===== src/rtl/cpu_seq_ctrl_if.sv =====
//------------------------------------------------------------------------------
// Module : cpu_seq_ctrl_if
// Brief  : Instruction-memory, ALU, register-file and status bundle between
//          the sequencer (master) and the CPU datapath (slave).
// Rev    : 1.0  initial release
//------------------------------------------------------------------------------
`default_nettype none

interface cpu_seq_ctrl_if;
    logic        start;
    logic [7:0]  imem_addr;
    logic [15:0] imem_rdata;
    logic        alu_zero;
    logic        alu_carry;
    logic [2:0]  alu_op;
    logic [2:0]  rf_raddr_a;
    logic [2:0]  rf_raddr_b;
    logic [2:0]  rf_waddr;
    logic        rf_we;
    logic        rf_wsel;
    logic [7:0]  imm;
    logic        flag_z;
    logic        flag_c;
    logic        busy;
    logic        halted;
    logic        illegal;

    modport master (
        input  start, imem_rdata, alu_zero, alu_carry,
        output imem_addr, alu_op, rf_raddr_a, rf_raddr_b, rf_waddr, rf_we,
               rf_wsel, imm, flag_z, flag_c, busy, halted, illegal
    );

    modport slave (
        output start, imem_rdata, alu_zero, alu_carry,
        input  imem_addr, alu_op, rf_raddr_a, rf_raddr_b, rf_waddr, rf_we,
               rf_wsel, imm, flag_z, flag_c, busy, halted, illegal
    );
endinterface

`default_nettype wire


===== src/rtl/cpu_seq_ctrl.sv =====
//------------------------------------------------------------------------------
// Module : cpu_seq_ctrl
// Brief  : Four-state fetch/decode/execute/writeback sequencer for the 8-bit
//          CPU, holding pc, ir and the Z/C flags and resolving branches.
// Rev    : 1.0  initial release
//------------------------------------------------------------------------------
`default_nettype none

module cpu_seq_ctrl (
    input  wire logic      clk,
    input  wire logic      rst_n,
    cpu_seq_ctrl_if.master bus
);

    localparam logic [3:0] c_OP_LDI  = 4'b1000;
    localparam logic [3:0] c_OP_JMP  = 4'b1001;
    localparam logic [3:0] c_OP_JZ   = 4'b1010;
    localparam logic [3:0] c_OP_JC   = 4'b1011;
    localparam logic [3:0] c_OP_ILL0 = 4'b1101;
    localparam logic [3:0] c_OP_ILL1 = 4'b1110;
    localparam logic [3:0] c_OP_HALT = 4'b1111;

    typedef enum logic [2:0] {
        S_IDLE      = 3'd0,
        S_FETCH     = 3'd1,
        S_DECODE    = 3'd2,
        S_EXECUTE   = 3'd3,
        S_WRITEBACK = 3'd4,
        S_HALT      = 3'd5
    } state_t;

    state_t      state_q, state_d;
    logic [7:0]  pc_q, pc_d;
    logic [15:0] ir_q, ir_d;
    logic        flag_z_q, flag_z_d;
    logic        flag_c_q, flag_c_d;
    logic        rf_we_q, rf_we_d;
    logic        illegal_q, illegal_d;
    logic        busy_q, busy_d;
    logic        halted_q, halted_d;
    // Low for the first clock after reset release so a start pulse
    // overlapping the release cannot launch execution.
    logic        armed_q, armed_d;

    logic [3:0]  w_op;
    logic        w_is_alu;
    logic        w_is_ldi;
    logic        w_is_halt;
    logic        w_is_illegal;
    logic        w_taken;

    assign w_op         = ir_q[15:12];
    assign w_is_alu     = ~w_op[3];
    assign w_is_ldi     = (w_op == c_OP_LDI);
    assign w_is_halt    = (w_op == c_OP_HALT);
    assign w_is_illegal = (w_op == c_OP_ILL0) || (w_op == c_OP_ILL1);
    assign w_taken      = (w_op == c_OP_JMP)
                       || ((w_op == c_OP_JZ) && flag_z_q)
                       || ((w_op == c_OP_JC) && flag_c_q);

    always_comb begin
        state_d   = state_q;
        pc_d      = pc_q;
        ir_d      = ir_q;
        flag_z_d  = flag_z_q;
        flag_c_d  = flag_c_q;
        rf_we_d   = 1'b0;
        illegal_d = 1'b0;
        armed_d   = 1'b1;

        case (state_q)
            S_IDLE, S_HALT: begin
                if (bus.start && armed_q) begin
                    state_d = S_FETCH;
                end
            end
            S_FETCH: begin
                state_d = S_DECODE;
            end
            S_DECODE: begin
                ir_d    = bus.imem_rdata;
                state_d = S_EXECUTE;
            end
            S_EXECUTE: begin
                // Only add/sub produce a meaningful carry; logic ops clear it.
                if (w_is_alu) begin
                    flag_z_d = bus.alu_zero;
                    flag_c_d = (w_op[2:1] == 2'b00) ? bus.alu_carry : 1'b0;
                end
                rf_we_d   = w_is_alu || w_is_ldi;
                illegal_d = w_is_illegal;
                state_d   = S_WRITEBACK;
            end
            S_WRITEBACK: begin
                if (w_is_halt) begin
                    state_d = S_HALT;
                end else begin
                    pc_d    = w_taken ? ir_q[7:0] : pc_q + 8'd1;
                    state_d = S_FETCH;
                end
            end
            default: begin
                state_d = S_IDLE;
            end
        endcase

        busy_d   = (state_d == S_FETCH) || (state_d == S_DECODE)
                || (state_d == S_EXECUTE) || (state_d == S_WRITEBACK);
        halted_d = (state_d == S_HALT);
    end

    always_ff @(posedge clk or negedge rst_n) begin
        if (!rst_n) begin
            state_q   <= S_IDLE;
            pc_q      <= 8'h00;
            ir_q      <= 16'h0000;
            flag_z_q  <= 1'b0;
            flag_c_q  <= 1'b0;
            rf_we_q   <= 1'b0;
            illegal_q <= 1'b0;
            busy_q    <= 1'b0;
            halted_q  <= 1'b0;
            armed_q   <= 1'b0;
        end else begin
            state_q   <= state_d;
            pc_q      <= pc_d;
            ir_q      <= ir_d;
            flag_z_q  <= flag_z_d;
            flag_c_q  <= flag_c_d;
            rf_we_q   <= rf_we_d;
            illegal_q <= illegal_d;
            busy_q    <= busy_d;
            halted_q  <= halted_d;
            armed_q   <= armed_d;
        end
    end

    // Datapath controls come straight from ir so they stay stable through
    // EXECUTE and WRITEBACK up to the register-file write edge.
    assign bus.imem_addr  = pc_q;
    assign bus.alu_op     = ir_q[14:12];
    assign bus.rf_raddr_a = ir_q[8:6];
    assign bus.rf_raddr_b = ir_q[5:3];
    assign bus.rf_waddr   = ir_q[11:9];
    assign bus.rf_wsel    = w_is_ldi;
    assign bus.imm        = ir_q[7:0];
    assign bus.rf_we      = rf_we_q;
    assign bus.illegal    = illegal_q;
    assign bus.flag_z     = flag_z_q;
    assign bus.flag_c     = flag_c_q;
    assign bus.busy       = busy_q;
    assign bus.halted     = halted_q;

endmodule

`default_nettype wire


===== src/flat_wrapper.sv =====
// flat-port wrapper written by rule: the top's interface ports become plain ports
module cpu_seq_ctrl_flat 
  (clk, rst_n, bus_start, bus_imem_rdata, bus_alu_zero, bus_alu_carry, bus_imem_addr, bus_alu_op, bus_rf_raddr_a, bus_rf_raddr_b, bus_rf_waddr, bus_rf_we, bus_rf_wsel, bus_imm, bus_flag_z, bus_flag_c, bus_busy, bus_halted, bus_illegal);
  cpu_seq_ctrl_if bus_i ();
  input  wire logic clk;
  input  wire logic rst_n;
  input wire logic [$bits(bus_i.start)-1:0] bus_start;
  input wire logic [$bits(bus_i.imem_rdata)-1:0] bus_imem_rdata;
  input wire logic [$bits(bus_i.alu_zero)-1:0] bus_alu_zero;
  input wire logic [$bits(bus_i.alu_carry)-1:0] bus_alu_carry;
  output wire logic [$bits(bus_i.imem_addr)-1:0] bus_imem_addr;
  output wire logic [$bits(bus_i.alu_op)-1:0] bus_alu_op;
  output wire logic [$bits(bus_i.rf_raddr_a)-1:0] bus_rf_raddr_a;
  output wire logic [$bits(bus_i.rf_raddr_b)-1:0] bus_rf_raddr_b;
  output wire logic [$bits(bus_i.rf_waddr)-1:0] bus_rf_waddr;
  output wire logic [$bits(bus_i.rf_we)-1:0] bus_rf_we;
  output wire logic [$bits(bus_i.rf_wsel)-1:0] bus_rf_wsel;
  output wire logic [$bits(bus_i.imm)-1:0] bus_imm;
  output wire logic [$bits(bus_i.flag_z)-1:0] bus_flag_z;
  output wire logic [$bits(bus_i.flag_c)-1:0] bus_flag_c;
  output wire logic [$bits(bus_i.busy)-1:0] bus_busy;
  output wire logic [$bits(bus_i.halted)-1:0] bus_halted;
  output wire logic [$bits(bus_i.illegal)-1:0] bus_illegal;
  assign bus_i.start = bus_start;
  assign bus_i.imem_rdata = bus_imem_rdata;
  assign bus_i.alu_zero = bus_alu_zero;
  assign bus_i.alu_carry = bus_alu_carry;
  assign bus_imem_addr = bus_i.imem_addr;
  assign bus_alu_op = bus_i.alu_op;
  assign bus_rf_raddr_a = bus_i.rf_raddr_a;
  assign bus_rf_raddr_b = bus_i.rf_raddr_b;
  assign bus_rf_waddr = bus_i.rf_waddr;
  assign bus_rf_we = bus_i.rf_we;
  assign bus_rf_wsel = bus_i.rf_wsel;
  assign bus_imm = bus_i.imm;
  assign bus_flag_z = bus_i.flag_z;
  assign bus_flag_c = bus_i.flag_c;
  assign bus_busy = bus_i.busy;
  assign bus_halted = bus_i.halted;
  assign bus_illegal = bus_i.illegal;
  cpu_seq_ctrl u_core (.clk(clk), .rst_n(rst_n), .bus(bus_i));
endmodule

===== config.mk =====
export PLATFORM = sky130hd
export DESIGN_NAME = cpu_seq_ctrl_flat
export DESIGN_NICKNAME = d
export VERILOG_FILES = /design/src/rtl/cpu_seq_ctrl_if.sv /design/src/rtl/cpu_seq_ctrl.sv /design/src/flat_wrapper.sv
export SDC_FILE = /design/constraint.sdc
export NUM_CORES = 1
export LEC_CHECK = 0
export BUFFER_PORTS_ARGS = -buffer_cell sky130_fd_sc_hd__buf_2
export CAP_MARGIN = 20
export CORE_AREA = 2 2 53 93
export DETAILED_ROUTE_END_ITERATION = 6
export DIE_AREA = 0 0 55 95
export PLACE_DENSITY = 0.63
export SYNTH_ARGS = -nofsm -noshare
export SYNTH_HDL_FRONTEND = slang
export SYNTH_SLANG_ARGS = --single-unit

===== constraint.sdc =====
create_clock -name clk -period 3 [get_ports clk]
set_input_delay 0.15 -clock clk [delete_from_list [all_inputs] [get_ports clk]]
set_output_delay 0.15 -clock clk [all_outputs]
set_load 0.01 [all_outputs]

==> results.yml, run 1 <==
yosys:
  syn_area_per_cell_um2: 11.50
  synth-simple-area-share: 0.1489
  async_flop_share: 1.000
  synth_area_leaders: "dfrtp_1 (49%), mux2_2 (11%), buf_4 (8.6%)"
  synth_top_area_cell: "dfrtp_1"
  synth_cell_types: 44
  netlist_area_mm2: 0.001748
  synth_mux_area_frac: 0.1382
  synth_compound_area_frac: 0.1009
  synth_top_area_frac: 0.4868
  syn_nets: 174
  ys.flop_type: "dfrtp_1"
  synthCells: 152
  ys_seq_area_frac: 0.4868
  synth-edff-count: 0
  ys_seq_elements: 34
  synth_fa_ha_area_frac: 0.007158
  synthXorXnorAreaFrac: 0.01002
  synth_top_family_by_area: "simple AND/OR/NAND/NOR gates"
  yosys_warnings: 0
detailed_routing:
  met2_length_um: 1767
  drtPass1Iterations: 4
  vias: 1243
  wl_per_cell_um: 13.87
  drtIter0Drc: 28
  wl_met3_um: 205
  remaining_drc_errors: 0
  wl_met1_um: 1365
  wl_um: 3384
  highest-signal-layer: "met4"
  ant_nets: 0
  detail_route.vias_per_cell: 5.094
layout:
  fin_cells: 244
  drive_above_1_share: 0.4635
  multiInputGateArea_um2: 711.9
  nFillCells: 462
  final_cell_mix: "buf_2 (55), dfrtp_1 (34), mux2_2 (17)"
  final_net_count: 213
  ff_latch_area_um2: 850.8
  final_common_cell: "buf_2"
  area_delta_synth_final_pct: 14.89
  diodes: 0
sta:
  tns_ns: 0
  maxSlewHeadroom: 0.4702
  hold_viol_final: 0
  slew_viol_final: 0
  rsz0062_at_grt: "no"
  tightest_slew_ns: 0.7939
  finalCritPeriodShare: 0.6012
  fmax_mhz: 554.5
  setup_viol_count_final: 0
  fin_crit_ns: 1.803
  clock_skew_ns: 0.002675
placement:
  dp_cells: 235
  io_buffer_count: 55
  place.gp.congestion: 0.7039
  dpl.hpwl_um: 2515
grt:
  antenna_found_initial: 0
  grt_first_pass_wirelength_um: 5540
  grt_usage: 0.1480
  grt_max_degree: 35
  grt_pass1_vias: 1165
  gr-total-overflow: 0
die:
  coreArea_mm2: 0.004542
  dieArea_mm2: 0.005225
  dieHeight_um: 95
  rows: 33
  die_w_um: 55
  initial_utilization: 0.3848
  io_pins: 56
worst_setup_path:
  cp.required_ns: 3.16
  cp_max_fo: 10
  startpoint_type: "flop"
  crit_path_end_kind: "flop"
  critical_path_arrival_ns: 1.97
  crit_type: "reg -> reg"
pwr:
  p_per_area_mw_per_mm2: 1112
  p_leak_nw: 0.9558
  power_mw: 2.233
  irDropWorstVdd_v: 0.0005258
clocking:
  cts_tree: "yes"
  clock_latency_ns: 0.28
  tritoncts.num_buffers: 5
  clock_sinks: 34
  cts_setup_buffers: 0
  cts_resized: 0
  cts_root_buffer: "clkbuf_8"
  htreeDepth: 2
  clk_path_buf_depth: 2
  cts.clk_slew.worst_paths_ns: 0.07
status:
  status: "complete, no violations"
hold_path:
  hp-class: "in -> reg"
job:
  max_cap_viol_count: 0
flip-flops by register name, indices dropped and copies added, names as in the netlist:
register              cells
u_core.bus.rf_we          1
u_core.bus.busy           1
u_core.bus.flag_c         1
u_core.bus.flag_z         1
u_core.ir_q              16
u_core.state_q            3
u_core.bus.illegal        1
u_core.bus.imem_addr      8
u_core.bus.halted         1
u_core.armed_q            1
final cells by class:
class / instances / share of cell area
Multi-Input combinational cell: 93 / 0.3545
Inverter: 1 / 0.001869
Sequential cell: 34 / 0.4237
Timing Repair Buffer: 56 / 0.1421
Clock inverter: 1 / 0.002492
Clock buffer: 7 / 0.04299
Tap cell: 52 / 0.03240
path summary, 6_finish.rpt:
kind / to / slack, ns / startpoint / cells past startpoint
setup reg to reg: u_core.bus.imem_addr[2] / 1.20 / u_core.ir_q[13] / 4
hold / removal: u_core.bus.flag_c / 0.09 / bus_alu_carry / 3
max in group asynchronous: u_core.bus.flag_c / 2.04 / rst_n / 2
hold reg to reg: u_core.ir_q[8] / 0.50 / u_core.ir_q[8] / 1
setup / recovery: u_core.bus.imem_addr[2] / 1.20 / u_core.ir_q[13] / 4
min in group asynchronous: u_core.bus.imem_addr[1] / 0.48 / rst_n / 2
cells in the mapped netlist, drive strengths merged, types with 2 or more instances:
library cell and instances:
a21oi 9, nor3 3, mux2 17, a2bb2oi 3
o31ai 2, nand4 2, nor2 8, and2 2
xnor2 2, nand3 4, or3 2, o21ai 5
buf 23, nand2b 3, and3 2, and4 2
mux2i 5, nor4b 2, dfrtp 34, nand2 7
logic make-up after synthesis:
family | count (synthesis)
muxes | 22
xor gates and xnor gates | 2
other | 1
and+or+nand+nor | 41
AOI/OAI and AO/OA | 26
DFF | 34
adders and majority gates | 1
buffers and inverters | 25
worst max-delay path, stage by stage (launching register included):
cell and delay, ns:
dfrtp_1 0.48, and4_4 0.23, nor3_2 0.51, o21ai_1 0.14, a211o_1 0.32
timing repair:
action | CTS | global route
hold endpoints to repair | 34 | 0
setup endpoints to repair | 0 | 0
hold buffers | 1 | 0
where the power goes:
part / switching, mW / leakage, nW / internal, mW
combinational: 0.479 / 0.497 / 0.496
sequential: 0.246 / 0.411 / 0.673
clock: 0.154 / 0.0482 / 0.185
layer usage:
| metal | vias up | global-route usage |
|---|---|---|
| met5 | - | 0 |
| met3 | 4 | 0.04114 |
| met2 | 37 | 0.2331 |
| li1 | 599 | - |
| met1 | 603 | 0.1824 |
| met4 | 0 | 0.06707 |
through the flow:
step / hold WS, ns / area, µm² / worst slack [ns] / util
floorplan: -0.1456 / 1748 / 1.467 / -
global placement: 0.2762 / 1907 / 1.220 / 0.4198
detailed placement: 0.2716 / 1907 / 1.183 / 0.4198
CTS: 0.08001 / 2008 / 1.167 / 0.4421
global route: 0.08599 / 2008 / 1.040 / 0.4421
finish: 0.08852 / 2008 / 1.197 / 0.4421
No activity file was read; power rests on OpenSTA's default activity.
==> run 2: changes to the inputs <==
- PLACE_DENSITY: 0.63 -> 0.65
- clock period: 3 -> 1.6 ns (I/O delays scaled with it)
==> results.yml, run 2 (same netlist as run 1, synthesis figures left out) <==
worst_setup_path:
  critical_path.top_delay_family: "simple AND/OR/NAND/NOR gates"
  cp.required_ns: 1.77
  cp-startpoint: "u_core.ir_q[12]"
  r2r-end: "u_core.bus.imem_addr[2]"
  crit_chain: "and3b_2 -> nor3_2 -> o21ai_1 -> a211o_1"
  slowest_delay_ns: 0.44
  crit_path_end_kind: "flop"
  startpoint_type: "flop"
  reg2reg_from: "u_core.ir_q[12]"
  r2r_cells: 4
  path_buf_inv: 0
  rrSetupSlack_ns: 0.06
  crit_type: "reg -> reg"
  cp_max_fo: 6
  critical_path_arrival_ns: 1.72
  cpMaxStageDelayCell: "dfrtp_2"
sta:
  finalCritPeriodShare: 0.9645
  setup_viol_count_final: 0
  clock_skew_ns: 0.005977
  fmax_mhz: 648.0
  fin_ws_ns: 0.05675
  hold_viol_final: 0
  fin_crit_ns: 1.543
  slew_viol_final: 0
  rsz0062_at_grt: "yes"
pwr:
  irDropWorstVdd_v: 0.001137
  p_leak_nw: 1.026
  power_frac_comb: 0.495
  power_mw: 4.505
  clockPowerShare: 0.143
  power.switching_mw: 1.725
  internal_power_mw: 2.780
  switching_share: 0.3829
  p_per_area_mw_per_mm2: 2103
  p_seq_frac: 0.362
job:
  max_cap_viol_count: 0
clocking:
  cts_setup_buffers: 0
  cts_root_buffer: "clkbuf_8"
  clock_latency_ns: 0.28
  clk_path_buf_depth: 2
  tritoncts.num_buffers: 5
  cts.clk_slew.worst_paths_ns: 0.07
  htreeDepth: 2
  cts_tree: "yes"
  clock_sinks: 34
grt:
  grt_usage: 0.1540
  grt_max_degree: 35
  grt_first_pass_wirelength_um: 5733
  antenna_found_initial: 0
  gr-total-overflow: 0
  grt_pass1_vias: 1273
detailed_routing:
  wl_met1_um: 1312
  ant_nets: 0
  remaining_drc_errors: 0
  highest-signal-layer: "met4"
  drtIter0Drc: 17
  drtPass1Iterations: 4
  wl_met3_um: 196
  wl_um: 3485
  met2_length_um: 1887
  vias: 1280
  detail_route.vias_per_cell: 4.961
  wl_per_cell_um: 13.51
placement:
  dp_cells: 249
  place.gp.congestion: 0.8136
  io_buffer_count: 55
  dpl_worst_slack_ns: -0.004737
  dpl.hpwl_um: 2671
status:
  status: "complete, no violations"
hold_path:
  hp-class: "in -> reg"
  hold_depth: 2
  hold_path_end: "u_core.ir_q[1]"
  min_from: "bus_imem_rdata[1]"
layout:
  nFillCells: 457
  drive_above_1_share: 0.5194
  ff_latch_area_um2: 852.1
  final_common_cell: "buf_2"
  final_net_count: 227
  multiInputGateArea_um2: 726.9
  fin_cells: 258
  top_register: "u_core.ir_q"
  largest_reg_flops: 16
  diodes: 0
  area_delta_synth_final_pct: 22.55
  final_cell_mix: "buf_2 (55), dfrtp_1 (33), mux2_2 (17)"
die:
  initial_utilization: 0.3848
  dieArea_mm2: 0.005225
  dieHeight_um: 95
  rows: 33
  die_w_um: 55
  io_pins: 56
  coreArea_mm2: 0.004542
[run 2: area by class of cell]
type,instances,area share
Tap cell,52,0.03037
Multi-Input combinational cell,93,0.3394
Timing Repair Buffer,70,0.1881
Inverter,1,0.001752
Clock inverter,1,0.002336
Sequential cell,34,0.3978
Clock buffer,7,0.04030
[run 2: worst max-delay path by stage]
stage	end	slack, ns	depth (start not counted)
after floorplan	u_core.ir_q[10]	0.07	4
after global placement	u_core.bus.imem_addr[2]	0.04	4
after detailed placement	u_core.bus.imem_addr[2]	-0.005	4
after CTS	bus_rf_wsel	0.01	3
after global routing	u_core.bus.imem_addr[2]	-0.06	4
final	u_core.bus.imem_addr[2]	0.06	4
[run 2: metal layers]
metal  vias up  track usage
met5         -            0
met2        33       0.2520
met1       613       0.1795
met3         7      0.03639
li1        627            -
met4         0      0.07927
[run 2: worst register-to-register path, stage by stage, from the launching register on]
cell and delay, ns:
dfrtp_2 0.44, and3b_2 0.25, nor3_2 0.34, o21ai_1 0.10, a211o_1 0.29
[run 2: through the flow]
step / TNS (ns) / utilization / area, µm² / hold WS [ns]
after floorplan: 0 / - / 1748 / -0.2156
after global placement: 0 / 0.4457 / 2024 / 0.1378
after detailed placement: -0.004737 / 0.4457 / 2024 / 0.1353
after CTS: 0 / 0.4691 / 2131 / 0.01779
after global routing: -0.08916 / 0.4716 / 2142 / 0.01960
final: 0 / 0.4716 / 2142 / 0.02355
[run 2: repair_timing]
action	4_1_cts	5_1_grt
cloned	0	0
endpoints found under the hold margin	34	0
gates resized for setup	1	3
hold buffers	1	0
endpoints found under the setup margin	1	4
[run 2: power groups by stage]
stage / combinational (mW) / sequential, mW / clock [mW]
floorplan: 1.62 / 1.67 / 0
global placement: 2.21 / 1.64 / 0
detailed placement: 2.24 / 1.65 / 0
CTS: 2.25 / 1.64 / 0.664
global route: 2.47 / 1.71 / 0.701
finish: 2.23 / 1.63 / 0.644
